### src/rtl/seg7_pkg.sv
// rtl/seg7_pkg.sv - shared 7-segment pattern table and reader FSM state type
//
// Purpose: one place for the hex-digit segment patterns so the display
// driver and the loopback reader agree on the same encoding.
// Bit order of every pattern: bit0=a, bit1=b, ... bit6=g, 1 = segment lit.
// Contents:
//   SEG_0 .. SEG_F  patterns for hex digits 0..F (b and d are lower case)
//   SEG_BLANK       all segments dark
//   seg7_state_t    reader FSM state (NO_REF / TRACK)

package seg7_pkg;

  localparam logic [6:0] SEG_0     = 7'h3F;
  localparam logic [6:0] SEG_1     = 7'h06;
  localparam logic [6:0] SEG_2     = 7'h5B;
  localparam logic [6:0] SEG_3     = 7'h4F;
  localparam logic [6:0] SEG_4     = 7'h66;
  localparam logic [6:0] SEG_5     = 7'h6D;
  localparam logic [6:0] SEG_6     = 7'h7D;
  localparam logic [6:0] SEG_7     = 7'h07;
  localparam logic [6:0] SEG_8     = 7'h7F;
  localparam logic [6:0] SEG_9     = 7'h6F;
  localparam logic [6:0] SEG_A     = 7'h77;
  localparam logic [6:0] SEG_B     = 7'h7C;
  localparam logic [6:0] SEG_C     = 7'h39;
  localparam logic [6:0] SEG_D     = 7'h5E;
  localparam logic [6:0] SEG_E     = 7'h79;
  localparam logic [6:0] SEG_F     = 7'h71;
  localparam logic [6:0] SEG_BLANK = 7'h00;

  // NO_REF: no legal previous digit to compare against.
  // TRACK:  prev holds the last legal digit; the next one must be prev+1.
  typedef enum logic {
    NO_REF = 1'b0,
    TRACK  = 1'b1
  } seg7_state_t;

endpackage

### src/rtl/seg7_inv.sv
// rtl/seg7_inv.sv - combinational segment pattern to hex digit decoder
//
// Purpose: inverse of the display driver's digit->segment table.
// Ports:
//   seg    in  7  segment pattern (bit0=a .. bit6=g, active-high)
//   legal  out 1  pattern is one of the 16 hex-digit patterns
//   digit  out 4  decoded digit (0 when not legal)

module seg7_inv
  import seg7_pkg::*;
(
  input  logic [6:0] seg,
  output logic       legal,
  output logic [3:0] digit
);

  always_comb begin
    legal = 1'b1;
    digit = 4'h0;
    case (seg)
      SEG_0:   digit = 4'h0;
      SEG_1:   digit = 4'h1;
      SEG_2:   digit = 4'h2;
      SEG_3:   digit = 4'h3;
      SEG_4:   digit = 4'h4;
      SEG_5:   digit = 4'h5;
      SEG_6:   digit = 4'h6;
      SEG_7:   digit = 4'h7;
      SEG_8:   digit = 4'h8;
      SEG_9:   digit = 4'h9;
      SEG_A:   digit = 4'hA;
      SEG_B:   digit = 4'hB;
      SEG_C:   digit = 4'hC;
      SEG_D:   digit = 4'hD;
      SEG_E:   digit = 4'hE;
      SEG_F:   digit = 4'hF;
      default: legal = 1'b0;
    endcase
  end

endmodule

### src/rtl/seg7_reader.sv
// rtl/seg7_reader.sv - 7-segment bus monitor recovering and checking hex digits
//
// Purpose: watches a segment bus driven by a hex counter display, debounces
// transient patterns, decodes the digit, flags illegal patterns, checks the
// +1 mod 16 count sequence and flags a display that stopped advancing.
// Optional feature macro: SEG7_READER_BLANK_EN (pattern 00 treated as a legal
// blank: no pulse, no error, breaks the sequence reference).
// Parameters:
//   STABLE_CYCLES  samples a pattern must hold before acceptance (>= 2)
//   STALL_LIMIT    cycles without acceptance before stall asserts
// Ports:
//   clk            in  1  clock, rising edge
//   rst            in  1  synchronous active-high reset
//   seg_in         in  7  segment pattern, bit0=a .. bit6=g, 1 = lit
//   digit_out      out 4  last accepted legal digit
//   digit_valid    out 1  pulse per accepted legal digit
//   invalid_pulse  out 1  pulse per accepted illegal pattern
//   seq_err        out 1  pulse when an accepted digit is not prev+1
//   stall          out 1  level, no acceptance for STALL_LIMIT cycles
//   err_count      out 8  saturating count of invalid_pulse + seq_err events

module seg7_reader
  import seg7_pkg::*;
#(
  parameter int          STABLE_CYCLES = 4,
  parameter logic [23:0] STALL_LIMIT   = 24'd12000000
) (
  input  logic       clk,
  input  logic       rst,
  input  logic [6:0] seg_in,
  output logic [3:0] digit_out,
  output logic       digit_valid,
  output logic       invalid_pulse,
  output logic       seq_err,
  output logic       stall,
  output logic [7:0] err_count
);

  localparam int            CW       = $clog2(STABLE_CYCLES) + 1;
  localparam logic [CW-1:0] STAB_MAX = CW'(STABLE_CYCLES - 1);

  // ---------------------------------------------------------------------------
  // Input sample and stability qualification
  // ---------------------------------------------------------------------------
  logic [6:0]    seg_q;
  logic [CW-1:0] stab_cnt;
  logic [6:0]    last_pat;
  logic          have_last;
  logic          accept;

  // stab_cnt counts how many further samples matched the one captured in
  // seg_q; reaching STAB_MAX means seg_q has been seen STABLE_CYCLES times.
  always_ff @(posedge clk) begin
    if (rst) begin
      seg_q    <= 7'h00;
      stab_cnt <= '0;
    end else begin
      seg_q <= seg_in;
      if (seg_in != seg_q) begin
        stab_cnt <= '0;
      end else if (stab_cnt != STAB_MAX) begin
        stab_cnt <= stab_cnt + 1'b1;
      end
    end
  end

  // Comparing against the last accepted pattern makes each stable pattern
  // fire once, however long it is held afterwards.
  assign accept = (stab_cnt == STAB_MAX) && (!have_last || (seg_q != last_pat));

  always_ff @(posedge clk) begin
    if (rst) begin
      have_last <= 1'b0;
      last_pat  <= 7'h00;
    end else if (accept) begin
      have_last <= 1'b1;
      last_pat  <= seg_q;
    end
  end

  // ---------------------------------------------------------------------------
  // Pattern decode
  // ---------------------------------------------------------------------------
  logic       pat_legal;
  logic [3:0] pat_digit;
  logic       is_blank;

  seg7_inv u_inv (
    .seg   (seg_q),
    .legal (pat_legal),
    .digit (pat_digit)
  );

`ifdef SEG7_READER_BLANK_EN
  assign is_blank = (seg_q == SEG_BLANK);
`else
  assign is_blank = 1'b0;
`endif

  // ---------------------------------------------------------------------------
  // Sequence tracking FSM
  // ---------------------------------------------------------------------------
  seg7_state_t state;
  seg7_state_t next_state;
  logic [3:0]  prev;
  logic [3:0]  prev_inc;

  logic       valid_d;
  logic       inv_d;
  logic       seq_d;
  logic [3:0] digit_d;
  logic [3:0] prev_d;

  assign prev_inc = prev + 4'd1;

  always_ff @(posedge clk) begin
    if (rst) begin
      state <= NO_REF;
    end else begin
      state <= next_state;
    end
  end

  // Blank and illegal patterns both drop the reference; only a legal digit
  // establishes or keeps one.
  always_comb begin
    next_state = state;
    if (accept) begin
      if (pat_legal) begin
        next_state = TRACK;
      end else begin
        next_state = NO_REF;
      end
    end
  end

  always_comb begin
    valid_d = 1'b0;
    inv_d   = 1'b0;
    seq_d   = 1'b0;
    digit_d = digit_out;
    prev_d  = prev;
    if (accept) begin
      if (pat_legal) begin
        valid_d = 1'b1;
        digit_d = pat_digit;
        prev_d  = pat_digit;
        if ((state == TRACK) && (pat_digit != prev_inc)) begin
          seq_d = 1'b1;
        end
      end else if (!is_blank) begin
        inv_d = 1'b1;
      end
    end
  end

  // ---------------------------------------------------------------------------
  // Registered outputs, error counter, stall detection
  // ---------------------------------------------------------------------------
  logic [23:0] stall_cnt;
  logic [23:0] stall_nxt;

  always_comb begin
    stall_nxt = stall_cnt;
    if (accept) begin
      stall_nxt = 24'd0;
    end else if (stall_cnt != STALL_LIMIT) begin
      stall_nxt = stall_cnt + 24'd1;
    end
  end

  always_ff @(posedge clk) begin
    if (rst) begin
      digit_out     <= 4'h0;
      digit_valid   <= 1'b0;
      invalid_pulse <= 1'b0;
      seq_err       <= 1'b0;
      prev          <= 4'h0;
      err_count     <= 8'h00;
      stall_cnt     <= 24'd0;
      stall         <= 1'b0;
    end else begin
      digit_out     <= digit_d;
      digit_valid   <= valid_d;
      invalid_pulse <= inv_d;
      seq_err       <= seq_d;
      prev          <= prev_d;
      // inv_d and seq_d are mutually exclusive, so at most +1 per cycle.
      if ((inv_d || seq_d) && (err_count != 8'hFF)) begin
        err_count <= err_count + 8'd1;
      end
      stall_cnt <= stall_nxt;
      stall     <= (stall_nxt == STALL_LIMIT);
    end
  end

endmodule

### config.mk
export PLATFORM = sky130hd
export DESIGN_NAME = seg7_reader
export DESIGN_NICKNAME = d
export VERILOG_FILES = /design/src/rtl/seg7_pkg.sv /design/src/rtl/seg7_inv.sv /design/src/rtl/seg7_reader.sv
export SDC_FILE = /design/constraint.sdc
export NUM_CORES = 1
export LEC_CHECK = 0
export CORE_MARGIN = 5
export CORE_UTILIZATION = 63
export DETAILED_ROUTE_END_ITERATION = 8
export HOLD_SLACK_MARGIN = 0.15
export PLACE_DENSITY = 0.95
export SYNTH_ARGS = -nofsm -noshare
export SYNTH_HDL_FRONTEND = slang
export SYNTH_HIERARCHICAL = 1
export SYNTH_SLANG_ARGS = --single-unit
### constraint.sdc
create_clock -name clk -period 9.2 [get_ports clk]
set_input_delay 2.3 -clock clk [delete_from_list [all_inputs] [get_ports clk]]
set_output_delay 2.3 -clock clk [all_outputs]
set_load 0.02 [all_outputs]
==> results.cfg, run 1 <==
[outcome]
status = completed

[finish]
mostFrequentLayoutCells = dfxtp_1, nor2_1, clkdlybuf4s50_1
final_net_count = 418
mostFrequentLayoutCell = dfxtp_1
antennaDiodeCount = 0
nFillCells = 394
area_growth_syn_to_layout_pct = 11.8
drive_gt1_share_pct = 7.84

[routing]
drtIter0Drc = 289
routed_wl_mm = 7.58
vias_per_cell = 6.05
routedWlPerCell_um = 15.9
drtPass1Iterations = 5
vias = 2890
drc = 0
antenna_left = 0

[setup_path]
cp-startpoint = rst
critical_path.max_fanout = 34
path_class = input pin to flop
cpMaxStageDelayCell = o22a_1
cp-end-kind = flop
crit_buf_inv = 2
reg2reg_depth = 10
slowest_delay_ps = 470
worstReg2RegEnd = err_count[7]
ff2ff_setup_slack_ps = 5470
required_ps = 9450
cp-start-kind = input pin
cp_top_family = simple AND/OR/NAND/NOR gates
crit_chain = clkdlybuf4s50_1 > buf_4 > nand2b_1 > or4_1 > o22a_1 > nor2_1 > nand3_1 > nor4b_2
r2r-start = seg_q[2]
crit_arrival_ps = 4570

[sta]
setup_viol = 0
rsz0062_at_grt = no
slew_headroom_pct = 27.6
fin_hold_ws_ps = 489
drv_slew = 0
hold_viol_final = 0
tightest_slew_ps = 1080
max_clock_freq_mhz = 232
finalCritPeriodShare_pct = 46.9
setup_tns_ps = 0
skew_ps = 8.04
fin_crit_ps = 4320

[logic_synthesis]
yosys_warnings = 6
synth_top_area_share_pct = 35.6
syn_area_mm2 = 0.00332
synth_area_leaders = dfxtp_1, nor2_1, xor2_1, xnor2_1, mux2i_1
ys.flop_type = dfxtp_1
synth_edf_count = 0
yosys.area.top_type = dfxtp_1
yosys.cell_types.count = 61
yosysSeqAreaShare_pct = 35.6
async_flop_share_pct = 0
postSynthAreaPerCell_um2 = 8.52
ys_ff_latch = 59
synth_fp_nets = 404
postSynthCellCount = 389

[floorplanning]
rows = 26
die_area_mm2 = 0.00681
dieWidth_um = 82.5
start_util_pct = 64.9
ios = 25
core_mm2 = 0.00511
die_h_um = 82.5

[power_and_ir_drop]
p_leak_nw = 1.37
powerDensity_mw_per_mm2 = 137
peakVddDrop_mv = 0.0980

[placed_design]
gp_congestion = 0.895
numPortBuffers = 24
post-dp-hpwl_mm = 5.00

[grt]
grt_max_degree = 35
grt_first_pass_wirelength_mm = 12.6
grt-ovfl-total = 0
antenna_found_initial = 0
grt_pass1_vias = 2799
grt_usage_pct = 24.0

[cts]
cts_buffers = 9
cts_tree = done
cts.sinks = 59
worst_skew_pair.late_latency_ps = 340
cts_buffer_depth = 2
hold_buffers = 0
post_cts_buffers = 0
h-tree-depth = 3
cts_root_buf = clkbuf_8
path_clk_slew_ps = 70
cts_resized = 0

[run]
max_cap_violations = 0

[worst_hold_path]
hold_depth = 1
hold_end = state
hp-class = flop to flop
worstHoldStart = state
## cells in the mapped netlist (8+ instances only)
library cell and n:
nand3_1 17, a21oi_1 14, nand2_1 17, dfxtp_1 59, nor2b_1 11, nor3_1 8
nor2_1 54, xor2_1 23, nor4_1 11, mux2i_1 14, o21ai_0 8, xnor2_1 22
inv_1 15, buf_2 10, clkbuf_1 9
## how the worst max path moves through the flow
| stage | endpoint | slack [ps] | depth (start not counted) |
|---|---|---|---|
| finish | stall | 4880 | 8 |
| global route | stall | 4710 | 8 |
| CTS | stall | 4900 | 8 |
| detailed placement | stall | 4540 | 8 |
| global placement | stall | 4630 | 8 |
| floorplan | stall | 5720 | 6 |
## logic make-up (layout without fill, tap and decap cells)
group	count (synthesis)	count (layout)	synth area share, %
simple gates	172	172	29.3
flops	59	59	35.6
compound gates	52	52	10.3
xor+xnor	45	45	11.9
buf+inv	39	58	5.70
mux	15	15	4.57
fa+ha+maj	7	7	2.57
## worst register-to-register path, delay by kind of cell, from the launching register on
family                 cells  cell delay [ps]
AO/OA/AOI/OAI              5             1620
flip-flops                 1              670
XOR/XNOR                   2              430
AND/OR/NAND/NOR            2              710
buffers and inverters      1              190
## metrics by stage
stage / setup slack [ps] / area, µm² / cells / util (%) / power, W
finish: 4880 / 3710 / 478 / 72.6 / 0.000509
global route: 4710 / 3710 / 478 / 72.6 / 0.000528
CTS: 4900 / 3710 / 478 / 72.6 / 0.000512
detailed placement: 4540 / 3530 / 462 / 69.1 / 0.000299
global placement: 4630 / 3530 / 462 / 69.1 / 0.000297
floorplan: 5720 / 3320 / 389 / - / 0.000291
## registers in the layout, indices dropped and copies added, names as in the netlist
| signal | flops |
|---|---|
| state | 1 |
| prev | 4 |
| seq_err | 1 |
| last_pat | 7 |
| stall_cnt | 24 |
| stall | 1 |
| err_count | 8 |
| invalid_pulse | 1 |
| stab_cnt | 3 |
| seg_q | 7 |
| digit_valid | 1 |
| have_last | 1 |
## report_power, final
part           switching [W]  internal [W]   total, W
Clock               0.000109      0.000106   0.000215
Sequential        0.00000935      0.000258   0.000267
Combinational      0.0000136     0.0000130  0.0000266
Total               0.000132      0.000377   0.000509
## cell type report
cell class | instances | area, µm² | share of cell area (%)
clock buffer | 11 | 141 | 3.81
clock inverter | 5 | 37.5 | 1.01
inverter | 16 | 60.1 | 1.62
multi-input combinational | 291 | 1950 | 52.5
sequential | 59 | 1180 | 31.8
tap | 70 | 87.6 | 2.36
timing repair buffer | 26 | 255 | 6.88
## metal layers
layer / track usage, % / routed length [µm] / vias to the layer above
li1: - / - / 1390
met1: 27.9 / 3190 / 1349
met2: 40.1 / 3780 / 129
met3: 8.68 / 444 / 22
met4: 9.64 / 167 / 0
met5: 0 / 0 / -
(Power assumes the default switching activity.)
==> inputs of run 2 (changes only) <==
--- a/config.mk
+++ b/config.mk
@@ -6,10 +6,10 @@
 export NUM_CORES = 1
 export LEC_CHECK = 0
 export CORE_MARGIN = 5
-export CORE_UTILIZATION = 63
+export CORE_UTILIZATION = 53
 export DETAILED_ROUTE_END_ITERATION = 8
 export HOLD_SLACK_MARGIN = 0.15
-export PLACE_DENSITY = 0.95
+export PLACE_DENSITY = 0.88
 export SYNTH_ARGS = -nofsm -noshare
 export SYNTH_HDL_FRONTEND = slang
 export SYNTH_HIERARCHICAL = 1
==> constraint.sdc (replaced) <==
create_clock -name clk -period 3.55 [get_ports clk]
set_input_delay 0.8875 -clock clk [delete_from_list [all_inputs] [get_ports clk]]
set_output_delay 0.8875 -clock clk [all_outputs]
set_load 0.02 [all_outputs]
==> results.cfg, run 2 (synthesis gave the netlist of run 1 again) <==
[finish]
mostFrequentLayoutCell = dfxtp_1
fin_area_mm2 = 0.00379
drive_gt1_share_pct = 9.49
largestRegisters = stall_cnt: 24 flops, err_count: 8 flops
area_growth_syn_to_layout_pct = 14.3
nFillCells = 482
largest_reg_flops = 24
seq_area_mm2 = 0.00118
mostFrequentLayoutCells = dfxtp_1, nor2_1, clkdlybuf4s50_1
antennaDiodeCount = 0
multi_input_area_mm2 = 0.00196
stdcell_count = 486
final_net_count = 421
regMostFlops = stall_cnt

[sta]
finalCritPeriodShare_pct = 89.7
fin_crit_ps = 3180
skew_ps = 12.0
max_clock_freq_mhz = 314
setup_tns_ps = 0
slew_headroom_pct = 57.9
tightest_slew_ps = 631
layout_setup_ws_ps = 367
rsz0062_at_grt = no
setup_viol = 0
hold_viol_final = 0
drv_slew = 0

[cts]
cts_tree = done
cts_buffers = 9
cts_buffer_depth = 2
path_clk_slew_ps = 70
cts.sinks = 59
hold_buffers = 0
h-tree-depth = 3
worst_skew_pair.late_latency_ps = 340
post_cts_buffers = 0
cts_root_buf = clkbuf_8

[floorplanning]
core_mm2 = 0.00599
start_util_pct = 55.3
die_h_um = 89.1
ios = 25
die_area_mm2 = 0.00794
dieWidth_um = 89.1
rows = 28

[grt]
grt_usage_pct = 19.6
met2_usage_pct = 32.4
grt_first_pass_wirelength_mm = 12.2
grtUsageMet3_pct = 6.36
grtUsageMet1_pct = 23.3
grt_pass1_vias = 2712
grt_max_degree = 34
grt-ovfl-total = 0
grt.busiest_layer = met2
antenna_found_initial = 0

[placed_design]
post-dp-hpwl_mm = 5.02
gp_congestion = 0.912
place_inst = 470
place_area_mm2 = 0.00356
dpl_worst_slack_ps = 271
numPortBuffers = 24

[setup_path]
crit_buf_inv = 1
critical_path.max_fanout = 14
crit_chain = inv_1 > nor4_1 > a31oi_1 > nand2b_1 > xor2_1 > xnor2_1 > o41ai_2 > a211oi_2 > nand4_1 > mux2_2
slowest_delay_ps = 630
cp-start-kind = flop
cpMaxStageDelayCell = dfxtp_1
required_ps = 3790
crit_arrival_ps = 3420
cp-end-kind = flop
cp_top_family = compound AO/OA/AOI/OAI gates
path_class = flop to flop

[routing]
antenna_left = 0
routed_wl_mm = 7.26
drtIter0Drc = 101
vias = 2802
drc = 0
vias_per_cell = 5.77
drtPass1Iterations = 5
routedWlPerCell_um = 14.9

[outcome]
status = completed

[power_and_ir_drop]
p_leak_nw = 1.40
peakVddDrop_mv = 0.205
design_power_total_w = 0.00140
powerDensity_mw_per_mm2 = 371

[worst_hold_path]
hp-class = flop to flop

[run]
max_cap_violations = 0
==> run 2: cell types whose count changed in the layout (fill, tap and decap cells not counted), sizes merged <==
cell	delta
clkinv	-1
clkinvlp	+1
buf	+3
inv	-1
bufinv	+1
==> run 2: worst register-to-register path, cell delays in order (launching register included) <==
cell      delay [ps]
dfxtp_1          630
inv_1            170
nor4_1           400
a31oi_1          130
nand2b_1         170
xor2_1           180
xnor2_1          110
o41ai_2          560
a211oi_2         260
nand4_1          150
mux2_2           330
==> run 2: worst paths after layout <==
check	slack (ps)	depth (start not counted)	to	from
worst max register to register	370	10	err_count[4]	seg_q[2]
worst min-delay path	510	1	state	state
worst min register to register	510	1	state	state
worst max-delay path	370	10	err_count[4]	seg_q[2]
==> run 2: metrics by stage <==
step | hold slack (ps) | utilization, %
finish | 506 | 63.2
global route | 536 | 63.2
CTS | 484 | 62.9
detailed placement | 455 | 59.4
global placement | 453 | 59.4
floorplan | 426 | -
==> run 2: layout make-up <==
cell class | count | share of cell area (%)
tap | 75 | 2.48
clock inverter | 5 | 1.62
inverter | 16 | 1.59
clock buffer | 11 | 4.00
timing repair buffer | 29 | 7.33
multi-input combinational | 291 | 51.8
sequential | 59 | 31.2
==> run 2: timing repair <==
action,in CTS,in global routing
gates resized for setup,0,3
setup endpoints to repair,0,4
endpoints found under the hold margin,0,0
==> run 2: power by group <==
group	switching, W	internal (W)
Combinational	0.0000389	0.0000358
Clock	0.000276	0.000363
Sequential	0.0000216	0.000669
Total	0.000336	0.00107
==> run 2: layer usage <==
layer  up-vias  share of wire [%]
met2        56                 51
met1      1339                 44
met4         0                1.5
met3        12                3.9
met5         -                  0
li1       1395                  -
